`config.mk`:
```
export PLATFORM = sky130hd
export DESIGN_NAME = alu_issue_flat
export DESIGN_NICKNAME = d
export VERILOG_FILES = /design/src/rtl/alu_issue_if.sv /design/src/rtl/alu_issue.sv /design/src/flat_wrapper.sv
export SDC_FILE = /design/constraint.sdc
export NUM_CORES = 1
export LEC_CHECK = 0
export ABC_CLOCK_PERIOD_IN_PS = 8570
export CAP_MARGIN = 30
export CORE_ASPECT_RATIO = 1.4
export CORE_MARGIN = 2
export CORE_UTILIZATION = 60
export DETAILED_ROUTE_END_ITERATION = 6
export DONT_BUFFER_PORTS = 1
export PLACE_DENSITY = 0.83
export SLEW_MARGIN = 20
export SYNTH_ARGS = -nofsm -noshare
export SYNTH_HDL_FRONTEND = slang
export SYNTH_SLANG_ARGS = --single-unit
```
`constraint.sdc`:
```
create_clock -name clk -period 8.57 [get_ports clk]
set_input_delay 2.571 -clock clk [delete_from_list [all_inputs] [get_ports clk]]
set_output_delay 2.571 -clock clk [all_outputs]
set_load 0.1 [all_outputs]
```
`src/rtl/alu_issue_if.sv`:
```
`default_nettype none
// ============================================================================
// Module : alu_issue_if
// Brief  : Instruction-in / ALU-operands-out handshake bundle for alu_issue.
// Rev    : 1.0
// ============================================================================
interface alu_issue_if #(
    parameter int XLEN = 32
);
    logic            in_valid;
    logic            in_ready;
    logic [31:0]     instr;
    logic [XLEN-1:0] pc;
    logic [XLEN-1:0] rs1_data;
    logic [XLEN-1:0] rs2_data;
    logic            out_valid;
    logic            out_ready;
    logic [XLEN-1:0] alu_a;
    logic [XLEN-1:0] alu_b;
    logic [3:0]      alu_control;
    logic            illegal;

    // master: the environment (upstream decode plus downstream execute)
    modport master (
        output in_valid, instr, pc, rs1_data, rs2_data, out_ready,
        input  in_ready, out_valid, alu_a, alu_b, alu_control, illegal
    );

    // slave: the issue block itself
    modport slave (
        input  in_valid, instr, pc, rs1_data, rs2_data, out_ready,
        output in_ready, out_valid, alu_a, alu_b, alu_control, illegal
    );
endinterface

`default_nettype wire

```
`src/rtl/alu_issue.sv`:
```
`default_nettype none
// ============================================================================
// Module : alu_issue
// Brief  : RV32I decode to ALU operands/control, behind a 2-entry skid buffer.
// Rev    : 1.0
// ============================================================================
module alu_issue #(
    parameter int XLEN = 32
) (
    input  wire logic  clk,
    input  wire logic  rst,
    alu_issue_if.slave bus
);
    localparam int c_PW = 2 * XLEN + 5;

    localparam logic [3:0] c_ALU_ADD   = 4'b0000;
    localparam logic [3:0] c_ALU_SUB   = 4'b0001;
    localparam logic [3:0] c_ALU_AND   = 4'b0010;
    localparam logic [3:0] c_ALU_OR    = 4'b0011;
    localparam logic [3:0] c_ALU_XOR   = 4'b0100;
    localparam logic [3:0] c_ALU_SLL   = 4'b0101;
    localparam logic [3:0] c_ALU_SRL   = 4'b0110;
    localparam logic [3:0] c_ALU_SRA   = 4'b0111;
    localparam logic [3:0] c_ALU_SLT   = 4'b1000;
    localparam logic [3:0] c_ALU_SLTU  = 4'b1001;
    localparam logic [3:0] c_ALU_PASSB = 4'b1010;

    localparam logic [6:0] c_OPC_OP     = 7'b0110011;
    localparam logic [6:0] c_OPC_OPIMM  = 7'b0010011;
    localparam logic [6:0] c_OPC_LUI    = 7'b0110111;
    localparam logic [6:0] c_OPC_AUIPC  = 7'b0010111;
    localparam logic [6:0] c_OPC_JAL    = 7'b1101111;
    localparam logic [6:0] c_OPC_JALR   = 7'b1100111;
    localparam logic [6:0] c_OPC_LOAD   = 7'b0000011;
    localparam logic [6:0] c_OPC_STORE  = 7'b0100011;
    localparam logic [6:0] c_OPC_BRANCH = 7'b1100011;

    localparam logic [6:0] c_F7_BASE = 7'b0000000;
    localparam logic [6:0] c_F7_ALT  = 7'b0100000;

    function automatic logic [3:0] f3_to_ctrl(input logic [2:0] f3);
        logic [3:0] r;
        case (f3)
            3'b000:  r = c_ALU_ADD;
            3'b001:  r = c_ALU_SLL;
            3'b010:  r = c_ALU_SLT;
            3'b011:  r = c_ALU_SLTU;
            3'b100:  r = c_ALU_XOR;
            3'b101:  r = c_ALU_SRL;
            3'b110:  r = c_ALU_OR;
            default: r = c_ALU_AND;
        endcase
        return r;
    endfunction

    logic [6:0]      w_opcode;
    logic [2:0]      w_funct3;
    logic [6:0]      w_funct7;
    logic [31:0]     w_imm_i;
    logic [31:0]     w_imm_s;
    logic [31:0]     w_imm_u;
    logic [31:0]     w_imm_j;
    logic [31:0]     w_shamt;
    logic [XLEN-1:0] w_a;
    logic [XLEN-1:0] w_b;
    logic [3:0]      w_ctrl;
    logic            w_ill;
    logic [c_PW-1:0] w_new_pay;

    assign w_opcode = bus.instr[6:0];
    assign w_funct3 = bus.instr[14:12];
    assign w_funct7 = bus.instr[31:25];
    assign w_imm_i  = {{20{bus.instr[31]}}, bus.instr[31:20]};
    assign w_imm_s  = {{20{bus.instr[31]}}, bus.instr[31:25], bus.instr[11:7]};
    assign w_imm_u  = {bus.instr[31:12], 12'b0};
    assign w_imm_j  = {{12{bus.instr[31]}}, bus.instr[19:12], bus.instr[20],
                       bus.instr[30:21], 1'b0};
    assign w_shamt  = {27'b0, bus.instr[24:20]};

    always_comb begin
        w_a    = '0;
        w_b    = '0;
        w_ctrl = c_ALU_ADD;
        w_ill  = 1'b0;
        case (w_opcode)
            c_OPC_OP: begin
                w_a = bus.rs1_data;
                w_b = bus.rs2_data;
                if (w_funct7 == c_F7_BASE)
                    w_ctrl = f3_to_ctrl(w_funct3);
                else if (w_funct7 == c_F7_ALT && w_funct3 == 3'b000)
                    w_ctrl = c_ALU_SUB;
                else if (w_funct7 == c_F7_ALT && w_funct3 == 3'b101)
                    w_ctrl = c_ALU_SRA;
                else
                    w_ill = 1'b1;
            end
            c_OPC_OPIMM: begin
                w_a    = bus.rs1_data;
                w_b    = w_imm_i;
                w_ctrl = f3_to_ctrl(w_funct3);
                // Only the shift forms constrain the upper immediate bits
                if (w_funct3 == 3'b001) begin
                    w_b   = w_shamt;
                    w_ill = (w_funct7 != c_F7_BASE);
                end else if (w_funct3 == 3'b101) begin
                    w_b = w_shamt;
                    if (w_funct7 == c_F7_ALT)
                        w_ctrl = c_ALU_SRA;
                    else if (w_funct7 != c_F7_BASE)
                        w_ill = 1'b1;
                end
            end
            c_OPC_LUI: begin
                w_b    = w_imm_u;
                w_ctrl = c_ALU_PASSB;
            end
            c_OPC_AUIPC: begin
                w_a = bus.pc;
                w_b = w_imm_u;
            end
            c_OPC_JAL: begin
                w_a = bus.pc;
                w_b = w_imm_j;
            end
            c_OPC_JALR: begin
                w_a   = bus.rs1_data;
                w_b   = w_imm_i;
                w_ill = (w_funct3 != 3'b000);
            end
            c_OPC_LOAD: begin
                w_a = bus.rs1_data;
                w_b = w_imm_i;
            end
            c_OPC_STORE: begin
                w_a = bus.rs1_data;
                w_b = w_imm_s;
            end
            c_OPC_BRANCH: begin
                w_a = bus.rs1_data;
                w_b = bus.rs2_data;
                case (w_funct3)
                    3'b000, 3'b001: w_ctrl = c_ALU_SUB;
                    3'b100, 3'b101: w_ctrl = c_ALU_SLT;
                    3'b110, 3'b111: w_ctrl = c_ALU_SLTU;
                    default:        w_ill  = 1'b1;
                endcase
            end
            default: w_ill = 1'b1;
        endcase
    end

    // Payload layout: {illegal, alu_control, alu_a, alu_b}
    assign w_new_pay = w_ill ? {1'b1, c_ALU_ADD, {(2*XLEN){1'b0}}}
                             : {1'b0, w_ctrl, w_a, w_b};

    logic            r_out_valid;
    logic [c_PW-1:0] r_out_pay;
    logic            r_skid_valid;
    logic [c_PW-1:0] r_skid_pay;
    logic            w_in_fire;
    logic            w_out_free;

    assign w_in_fire  = bus.in_valid && !r_skid_valid;
    // Output slot can take a new item when empty or being drained this cycle
    assign w_out_free = !r_out_valid || bus.out_ready;

    always_ff @(posedge clk) begin
        if (rst) begin
            r_out_valid  <= 1'b0;
            r_out_pay    <= '0;
            r_skid_valid <= 1'b0;
            r_skid_pay   <= '0;
        end else if (w_out_free) begin
            if (r_skid_valid) begin
                r_out_valid  <= 1'b1;
                r_out_pay    <= r_skid_pay;
                r_skid_valid <= 1'b0;
            end else if (w_in_fire) begin
                r_out_valid <= 1'b1;
                r_out_pay   <= w_new_pay;
            end else begin
                r_out_valid <= 1'b0;
            end
        end else if (w_in_fire) begin
            r_skid_valid <= 1'b1;
            r_skid_pay   <= w_new_pay;
        end
    end

    assign bus.in_ready    = !r_skid_valid;
    assign bus.out_valid   = r_out_valid;
    assign bus.illegal     = r_out_pay[c_PW-1];
    assign bus.alu_control = r_out_pay[c_PW-2 -: 4];
    assign bus.alu_a       = r_out_pay[2*XLEN-1 -: XLEN];
    assign bus.alu_b       = r_out_pay[XLEN-1:0];
endmodule

`default_nettype wire

```
`src/flat_wrapper.sv`:
```
// flat-port wrapper written by rule: the top's interface ports become plain ports
module alu_issue_flat 
#(
    parameter int XLEN = 32
)
  (clk, rst, bus_in_valid, bus_instr, bus_pc, bus_rs1_data, bus_rs2_data, bus_out_ready, bus_in_ready, bus_out_valid, bus_alu_a, bus_alu_b, bus_alu_control, bus_illegal);
  alu_issue_if #(.XLEN(XLEN)) bus_i ();
  input  wire logic clk;
  input  wire logic rst;
  input wire logic [$bits(bus_i.in_valid)-1:0] bus_in_valid;
  input wire logic [$bits(bus_i.instr)-1:0] bus_instr;
  input wire logic [$bits(bus_i.pc)-1:0] bus_pc;
  input wire logic [$bits(bus_i.rs1_data)-1:0] bus_rs1_data;
  input wire logic [$bits(bus_i.rs2_data)-1:0] bus_rs2_data;
  input wire logic [$bits(bus_i.out_ready)-1:0] bus_out_ready;
  output wire logic [$bits(bus_i.in_ready)-1:0] bus_in_ready;
  output wire logic [$bits(bus_i.out_valid)-1:0] bus_out_valid;
  output wire logic [$bits(bus_i.alu_a)-1:0] bus_alu_a;
  output wire logic [$bits(bus_i.alu_b)-1:0] bus_alu_b;
  output wire logic [$bits(bus_i.alu_control)-1:0] bus_alu_control;
  output wire logic [$bits(bus_i.illegal)-1:0] bus_illegal;
  assign bus_i.in_valid = bus_in_valid;
  assign bus_i.instr = bus_instr;
  assign bus_i.pc = bus_pc;
  assign bus_i.rs1_data = bus_rs1_data;
  assign bus_i.rs2_data = bus_rs2_data;
  assign bus_i.out_ready = bus_out_ready;
  assign bus_in_ready = bus_i.in_ready;
  assign bus_out_valid = bus_i.out_valid;
  assign bus_alu_a = bus_i.alu_a;
  assign bus_alu_b = bus_i.alu_b;
  assign bus_alu_control = bus_i.alu_control;
  assign bus_illegal = bus_i.illegal;
  alu_issue #(.XLEN(XLEN)) u_core (.clk(clk), .rst(rst), .bus(bus_i));
endmodule
```
==> run_results.csv, run 1 <==
group,metric,value,unit
die,dieWidth,92.1,µm
clock_tree,clk_latency,0.41,ns
die,die-area,11700,µm²
synthesis,syn-mean-instance-area,8.78,µm²
setup_path,path_cells,"or4_1, nor2_1, a211oi_1, nor4_4, nand3_1, o21ai_0",
power_and_ir_drop,power_density,211,nW/µm²
setup_path,cp_data_required_time,8.89,ns
global_routing,grt_pass1_vias,5867,
global_routing,overflow,0,
place,io_buffers,0,
synthesis,synthCells,743,
setup_path,r2r_end,"u_core.r_skid_pay[27]",
run_status,outcome,"finished, final reports clean",
sta,fin_crit,4.89,ns
die,die_h,127,µm
synthesis,synth_edf_count,0,
min_path,worstHoldEndpoint,"u_core.r_skid_pay[65]",
synthesis,async_flop_share,0,
setup_path,r2r_slack,5.30,ns
synthesis,yosys-top-cells-area,"dfxtp_1 (43%), a22o_1 (10%), a221oi_1 (7.1%)",
sta,rsz0062_at_grt,"no",
final_layout,nets,844,
sta,fin_tns_setup,0,ns
power_and_ir_drop,power,0.00153,W
sta,fmax,205,MHz
setup_path,critPathSlowestCell,"nand3_1",
final_layout,mostFrequentLayoutCells,"dfxtp_1 (139), a22o_1 (76), o21ai_0 (72)",
die,io_pins,203,
clock_tree,hold_buffers,0,
clock_tree,cts_max_path_buffers,2,
synthesis,synth_cell_types,61,
clock_tree,cts_made_buffers,17,
sta,setup_violations,0,
clock_tree,cts_tree,"yes",
setup_path,reg2reg_depth,4,
synthesis,synth-seq-cells,140,
min_path,hp-start,"u_core.r_skid_pay[65]",
clock_tree,cts_resized,0,
route,first_iter_violations,511,
sta,period_share,0.570,
power_and_ir_drop,p_leak,2.67,nW
final_layout,layout_commonest_cell,"dfxtp_1",
clock_tree,htreeDepth,4,
place,placed_cells,822,
global_routing,grt_max_degree,73,
route,wire_per_inst,22.0,µm
synthesis,ys_seq_area_frac,0.430,
clock_tree,postCtsSetupBuffers,0,
sta,worst_pin_slew,1.06,ns
min_path,hold_path.class,"register to register",
synthesis,yosys.area.top_type_share,0.430,
run,max_cap_viol_count,0,
global_routing,grt_pass1_wl,29700,µm
global_routing,antenna_found_initial,1,
power_and_ir_drop,peakVddDrop,0.000123,V
global_routing,track_usage,0.315,
route,via_per_inst,7.10,
setup_path,max_stage_delay,0.72,ns
die,start_util,0.610,
setup_path,crit_type,"primary input to register",
final_layout,drive_gt1_frac,0.0860,
sta,hold_viol_final,0,
route,route.detailed.drc,0,
setup_path,r2r-start,"u_core.bus.out_valid",
synthesis,yosysWarnings,0,
clock_tree,clock_sinks,140,
route,num_vias,6128,
sta,drv_slew,0,
synthesis,syn-cell-area,6520,µm²
place,place_congestion,0.909,
sta,fin_hold_ws,0.448,ns
final_layout,syn_to_final_growth,11.3,%
route,dr.pass1.iters,5,
clock_tree,cts_root_buffer,"clkbuf_16",
synthesis,ys.flop_type,"dfxtp_1",
synthesis,synth_top_area_cell,"dfxtp_1",
final_layout,stdcell_count,863,
setup_path,start_kind,"primary input",
die,rows,45,
route,wirelength,19000,µm
synthesis,syn-num-nets,879,
clock_tree,clk_pin_slew,0.07,ns
place,hpwl,12600,µm
sta,slew-limit-headroom,0.293,
setup_path,cp.arrival,5.20,ns
min_path,whs_path_depth,2,
setup_path,endpoint_kind,"register",
sta,finClkSkew,0.00736,ns
die,core-area,10700,µm²
route,antenna_left,0,
setup_path,crit_fanout,25,
[cells by family (layout without fill, tap and decap cells)]
group                      after synthesis  count (layout)  synth area share
adders and majority gates                4               4           0.00767
other                                    0               1                 0
xor gates and xnor gates                 1               1           0.00134
buffers and inverters                   85              63            0.0562
and+or+nand+nor                        203             203             0.161
DFF                                    140             140             0.430
AOI/OAI and AO/OA                      310             310             0.344
[stage by stage]
stage,setup WS [ns],cell area (µm²),utilization
final,3.68,7260,0.679
after global routing,3.41,7260,0.679
after CTS,3.71,7130,0.667
after detailed placement,3.29,6560,0.613
after global placement,3.39,6470,0.605
after floorplan,4.00,6520,-
[worst max path at each step]
stage	cells past startpoint	to	slack, ns	from
finish	6	u_core.r_skid_pay[27]	3.68	bus_instr[25]
detailed placement	6	u_core.r_skid_pay[27]	3.29	bus_instr[25]
CTS	6	u_core.r_skid_pay[27]	3.71	bus_instr[25]
global placement	6	u_core.r_skid_pay[2]	3.39	bus_instr[25]
global route	6	u_core.r_skid_pay[2]	3.41	bus_instr[25]
floorplan	10	u_core.r_skid_pay[44]	4.00	bus_instr[14]
[per-layer routing]
| layer | GRT usage | vias to the layer above | routed length (µm) |
|---|---|---|---|
| met4 | 0.153 | 0 | 615 |
| li1 | - | 2795 | - |
| met5 | 0 | - | 0 |
| met3 | 0.0772 | 44 | 1670 |
| met1 | 0.375 | 2922 | 7100 |
| met2 | 0.532 | 367 | 9630 |
[synthesized netlist by cell type (2+ instances only)]
library cell and count:
a222oi_1 4, inv_1 7, a221oi_1 53, and2b_1 2, or4_1 2, buf_1 4
nor2_1 69, buf_2 9, clkbuf_2 2, nand4_1 3, a21boi_0 2, o32ai_1 22
buf_6 4, o21ai_0 72, nand3_1 7, o22ai_1 9, nor3_1 12, a211o_1 2
a22oi_1 2, dfxtp_1 140, clkbuf_1 57, o21bai_1 5, nor2b_1 5, and3_1 35
a21oi_1 43, a211oi_1 6, nand2_1 40, nor3b_1 2, and3b_1 2, ha_1 4
nor4_1 2, nor4b_1 2, and2_1 2, a22o_1 76, nand2b_1 6, or2b_1 3
a32o_1 2
[state kept, by name, indices dropped and copies added (netlist names)]
| name | flops |
|---|---|
| u_core.r_out_pay | 69 |
| u_core.r_skid_pay | 69 |
| u_core.r_skid_valid | 1 |
| u_core.bus.out_valid | 1 |
[where the power goes]
group	switching [W]	leakage [nW]	internal (W)
Clock	0.000288	0.272	0.000401
Combinational	0.0000618	1.27	0.0000313
Sequential	0.0000874	1.13	0.000662
[worst max-delay path: cells and delay by family]
family | cells | cell delay [ns]
AOI/OAI and AO/OA | 2 | 0.60
and+or+nand+nor | 4 | 2.02
[area by class of cell]
cell class	instances	area, µm²
Timing Repair Buffer	23	290
Antenna cell	1	2.50
Fill cell	854	3440
Sequential cell	140	2800
Tap cell	141	176
Clock buffer	20	467
Inverter	8	30.0
Clock inverter	12	104
Multi-Input combinational cell	518	3390
(Power assumes the default switching activity.)
==> run 2, diff against run 1 <==
--- a/config.mk
+++ b/config.mk
@@ -5,14 +5,14 @@
 export SDC_FILE = /design/constraint.sdc
 export NUM_CORES = 1
 export LEC_CHECK = 0
-export ABC_CLOCK_PERIOD_IN_PS = 8570
+export ABC_CLOCK_PERIOD_IN_PS = 4400
 export CAP_MARGIN = 30
 export CORE_ASPECT_RATIO = 1.4
 export CORE_MARGIN = 2
-export CORE_UTILIZATION = 60
+export CORE_UTILIZATION = 57
 export DETAILED_ROUTE_END_ITERATION = 6
 export DONT_BUFFER_PORTS = 1
-export PLACE_DENSITY = 0.83
+export PLACE_DENSITY = 0.82
 export SLEW_MARGIN = 20
 export SYNTH_ARGS = -nofsm -noshare
 export SYNTH_HDL_FRONTEND = slang
==> constraint.sdc (replaced) <==
create_clock -name clk -period 4.4 [get_ports clk]
set_input_delay 1.32 -clock clk [delete_from_list [all_inputs] [get_ports clk]]
set_output_delay 1.32 -clock clk [all_outputs]
set_load 0.1 [all_outputs]
==> run 2 against run 1 <==
Non-clock buffer count grew 2; sequential cell count did not move; design area shrank 0.62%; total power is 93% higher; first-iteration DRC count up 6.1%; critical path depth is the same; clock skew grew 0.00058 ns; clock power increased by 92%; sequential share of layout area grew 0.24 points; worst setup slack lost 2.6 ns; routed wire length is 1.1% higher; largest power group unchanged.
==> run_results.csv, run 2 (synthesis gave the netlist of run 1 again) <==
group,metric,value,unit
global_routing,use_met1,0.351,
run,max_cap_viol_count,0,
clock_tree,postCtsSetupBuffers,0,
power_and_ir_drop,power,0.00296,W
final_layout,drive_gt1_frac,0.0846,
clock_tree,clock_sinks,140,
global_routing,antenna_found_initial,0,
sta,fmax,299,MHz
clock_tree,hold_buffers,0,
run_status,outcome,"finished, final reports clean",
power_and_ir_drop,power_density,410,nW/µm²
global_routing,grt_max_degree,73,
clock_tree,cts_root_buffer,"clkbuf_16",
sta,worst_pin_slew,1.06,ns
global_routing,grt_use_met2,0.524,
min_path,hold_path.class,"register to register",
die,core-area,11200,µm²
global_routing,grt_use_met3,0.0837,
sta,setup_violations,0,
clock_tree,cts_tree,"yes",
global_routing,overflow,0,
clock_tree,cts_max_path_buffers,2,
clock_tree,htreeDepth,4,
power_and_ir_drop,peakVddDrop,0.000291,V
sta,hold_viol_final,0,
route,dr.pass1.iters,6,
die,rows,46,
final_layout,mostFrequentLayoutCells,"dfxtp_1 (139), a22o_1 (76), o21ai_0 (72)",
sta,fin_hold_ws,0.449,ns
clock_tree,cts_resized,0,
final_layout,fin_util,0.643,
sta,fin_crit,3.35,ns
sta,fin_tns_setup,0,ns
place,hpwl,13000,µm
global_routing,grt_pass1_wl,29200,µm
final_layout,layout_commonest_cell,"dfxtp_1",
route,via_per_inst,7.09,
setup_path,cp_data_required_time,4.71,ns
min_path,whs_path_depth,2,
final_layout,n_antenna_cell,0,
final_layout,syn_to_final_growth,10.6,%
clock_tree,clk_latency,0.42,ns
sta,slew-limit-headroom,0.293,
sta,drv_slew,0,
route,first_iter_violations,542,
min_path,hp-start,"u_core.r_skid_pay[66]",
min_path,worstHoldEndpoint,"u_core.r_skid_pay[66]",
sta,finClkSkew,0.00794,ns
die,dieWidth,94.4,µm
global_routing,grt_busiest_layer,"met2",
route,num_vias,6131,
final_layout,nets,846,
setup_path,r2r_slack,1.70,ns
global_routing,grt_pass1_vias,5708,
setup_path,endpoint_kind,"register",
global_routing,track_usage,0.303,
setup_path,crit_fanout,27,
clock_tree,cts_made_buffers,17,
sta,rsz0062_at_grt,"no",
power_and_ir_drop,p_leak,2.68,nW
die,start_util,0.581,
route,wire_per_inst,22.2,µm
setup_path,reg2reg_depth,7,
setup_path,cp.arrival,3.66,ns
route,route.detailed.drc,0,
place,place_congestion,0.873,
final_layout,largestRegisters,"u_core.r_out_pay: 69 flops, u_core.r_skid_pay: 69 flops",
place,io_buffers,0,
die,io_pins,203,
setup_path,crit_type,"primary input to register",
clock_tree,clk_pin_slew,0.06,ns
route,antenna_left,0,
setup_path,r2r_end,"u_core.r_skid_pay[10]",
die,die_h,131,µm
sta,period_share,0.761,
route,wirelength,19200,µm
die,die-area,12300,µm²
setup_path,start_kind,"primary input",
setup_path,r2r-start,"u_core.bus.out_valid",
-- run 2: cell count changes in the layout (fill, tap and decap cells not counted), sizes merged --
cell / previous run / this run
clkbuf: 24 / 21
bufinv: 0 / 1
clkinv: 4 / 8
inv: 13 / 10
clkinvlp: 3 / 1
buf: 19 / 22
diode: 1 / 0
-- run 2: cell type report --
| class | count | area [µm²] |
|---|---|---|
| fillers | 934 | 4010 |
| inverters | 8 | 30.0 |
| clock inverters | 12 | 98.8 |
| repair buffers | 25 | 278 |
| multi-input cells | 518 | 3390 |
| clock buffers | 18 | 439 |
| flip-flops and latches | 140 | 2800 |
| well taps | 144 | 180 |
-- run 2: critical path, stage by stage --
cell and delay [ns]:
or4_1 0.62, nor2_1 0.19, a211oi_1 0.21, nor4_4 0.50, nand3_4 0.39, o32ai_1 0.41
-- run 2: worst max path at each step --
| stage | slack, ns | to | cells past startpoint | start |
|---|---|---|---|---|
| 6_report | 1.05 | u_core.r_out_pay[25] | 6 | bus_instr[25] |
| 5_1_grt | 0.90 | u_core.r_out_pay[49] | 7 | bus_instr[3] |
| 4_1_cts | 1.10 | u_core.r_out_pay[49] | 7 | bus_instr[3] |
| 3_5_place_dp | 0.68 | u_core.r_out_pay[18] | 6 | bus_instr[25] |
| 3_3_place_gp | 0.80 | u_core.r_out_pay[31] | 6 | bus_instr[25] |
| 2_1_floorplan | 1.08 | u_core.r_skid_pay[44] | 10 | bus_instr[14] |
-- run 2: power breakdown --
| group | switching [W] | leakage, nW | internal (W) |
|---|---|---|---|
| registers | 0.000165 | 1.13 | 0.00129 |
| clock network | 0.000535 | 0.272 | 0.000781 |
| logic | 0.000125 | 1.27 | 0.0000608 |
| total | 0.000824 | 2.68 | 0.00213 |
-- run 2: per-layer routing --
| metal | vias up | routed length [µm] |
|---|---|---|
| met1 | 2936 | 7240 |
| met4 | 0 | 681 |
| met2 | 343 | 9550 |
| li1 | 2792 | - |
| met5 | - | 0 |
| met3 | 60 | 1740 |
-- run 2: stage by stage --
step                      cell area, µm²  setup slack (ns)  std cells
after floorplan                     6520              1.08        743
after global placement              6500             0.797        823
after detailed placement            6610             0.684        830
after CTS                           7150              1.10        860
after global routing                7220             0.897        865
final                               7220              1.05        865
==> variant (settings of run 2) <==
Reset style: asynchronous (`rst`), changed in one clocked block.
--- a/src/rtl/alu_issue.sv
+++ b/src/rtl/alu_issue.sv
@@ -166,5 +166,5 @@
     assign w_out_free = !r_out_valid || bus.out_ready;
 
-    always_ff @(posedge clk) begin
+    always_ff @(posedge clk or posedge rst) begin
         if (rst) begin
             r_out_valid  <= 1'b0;
Behaviour: differs if rst is asserted again (counterexample within 4 cycles, from zero or initial values and one cycle with rst high); with rst held inactive, the same outputs for 4 cycles.
==> variant against run 2 <==
Global-route usage down 1.5 points. Design area is 8.3% higher. Setup slack improved by 0.36 ns. Wire length is 1.3% higher. Largest power group is now the clock network. Power grew 3.5%. Utilization fell by 0.19 points. Synthesized area rose by 8.2%. Sequential cell count is the same.
==> variant: results (changes against run 2) <==
power_and_ir_drop:
  ir_worst_vdd_uv: 227  # was 291 uV
  p_switching_w: 0.000790  # was 0.000824 W
  leakagePower_nw: 3.52  # was 2.68 nW
layout:
  fillers: 1011  # was 934
  drive_gt1_share_pct: 8.28  # was 8.46%
  area.sequential_mm2: 0.00350  # was 0.00280 mm^2
  insertedDiodeCount: 0  # unchanged
placed_design:
  dpl_worst_slack_ns: 1.03  # was 0.684 ns
  port_buffers: 0  # unchanged
  place_area_mm2: 0.00716  # was 0.00661 mm^2
  hpwl_um: 13100  # was 13,000 um
  dp.cells: 889  # was 830
  gp_congestion: 0.865  # was 0.873
logic_synthesis:
  synth_fp_nets: 929  # was 879
  ys_seq_area_share_pct: 49.7  # was 43.0%
  ys_types: 48  # was 61
  ys_top_cells_by_area: "dfrtp_1, o21ai_0, nand2_1, and3_1, a22o_1"  # was dfxtp_1, a22o_1, a221oi_1, o21ai_0, nor2_1
  synthArstFlopShare_pct: 100  # was 0%
  netlist_instances: 797  # was 743
worst_hold_path:
  hp-start: "u_core.r_skid_pay[43]$_DFFE_PP0P_"  # was u_core.r_skid_pay[66]$_SDFFE_PP0P_
  hold-path-endpoint: "u_core.r_skid_pay[43]$_DFFE_PP0P_"  # was u_core.r_skid_pay[66]$_SDFFE_PP0P_
clock_tree:
  cts_max_level: 4  # unchanged
  cts_buffers: 17  # unchanged
detailed_routing:
  dr.pass1.iters: 6  # unchanged
  via_per_inst: 6.59  # was 7.09
  drt_wl_total_um: 19500  # was 19,200 um
  wl_met3_um: 1560  # was 1740 um
  dr_wl_met2_um: 9760  # was 9550 um
  wl_met1_um: 7420  # was 7240 um
  num_vias: 6086  # was 6,131
  drt_iter0_drc: 546  # was 542
timing:
  skew_ns: 0.0140  # was 0.00794 ns
  holdWs_ns: 0.473  # was 0.449 ns
  worstMarginPinSlew_ns: 1.00  # was 1.06 ns
  fin_crit_sh_pct: 67.9  # was 76.1%
grt:
  gr-usage-met2_pct: 47.5  # was 52.4%
  use_met1_pct: 35.5  # was 35.1%
  use_met3_pct: 6.91  # was 8.37%
  grt_max_degree: 74  # was 73
  grt_pass1_vias: 5901  # was 5,708
  grt_usage_pct: 28.8  # was 30.3%
  grt_pass1_wl_um: 30400  # was 29,200 um
setup_path:
  crit_arrival_ns: 3.31  # was 3.66 ns
  cp_slowest_cell: "or3_1"  # was or4_1
  r2r_end: "u_core.r_out_pay[11]$_DFFE_PP0P_"  # was u_core.r_skid_pay[10]$_SDFFE_PP0P_
  timing.rr.start: "u_core.bus.out_valid$_DFFE_PP0N_"  # was u_core.bus.out_valid$_SDFFE_PP0P_
  crit_path_end: "u_core.r_out_pay[22]$_DFFE_PP0P_"  # was u_core.r_out_pay[25]$_SDFFE_PP0P_
  path_max_fanout: 53  # was 27
  r2r_slack_ns: 1.85  # was 1.70 ns
  startpoint: "bus_instr[4]"  # was bus_instr[25]
  r2r_cells: 5  # was 7
  cpPeakStageDelay_ns: 0.40  # was 0.62 ns
status:
  status: "finished clean"  # unchanged
[variant: cells by family after synthesis]
logic type	count (synthesis)	share of synthesized area, %
mux	6	0.869
xor+xnor	2	0.248
compound gates	315	27.3
simple gates	255	17.4
flops	140	49.7
buf+inv	79	4.58
[variant: layout make-up]
type / instances / area share, %
sequential: 140 / 44.8
multi-input combinational: 578 / 42.0
clock buffer: 18 / 5.62
timing repair buffer: 17 / 2.48
tap: 150 / 2.40
clock inverter: 14 / 2.31
inverter: 6 / 0.336
[variant: power groups by stage]
stage | Clock (W) | Combinational (W) | Sequential [W]
4_1_cts | 0.00151 | 0.000210 | 0.00136
3_5_place_dp | 0 | 0.000210 | 0.00138
5_1_grt | 0.00156 | 0.000237 | 0.00136
2_1_floorplan | 0 | 0.000160 | 0.00138
6_report | 0.00149 | 0.000216 | 0.00136
3_3_place_gp | 0 | 0.000207 | 0.00138
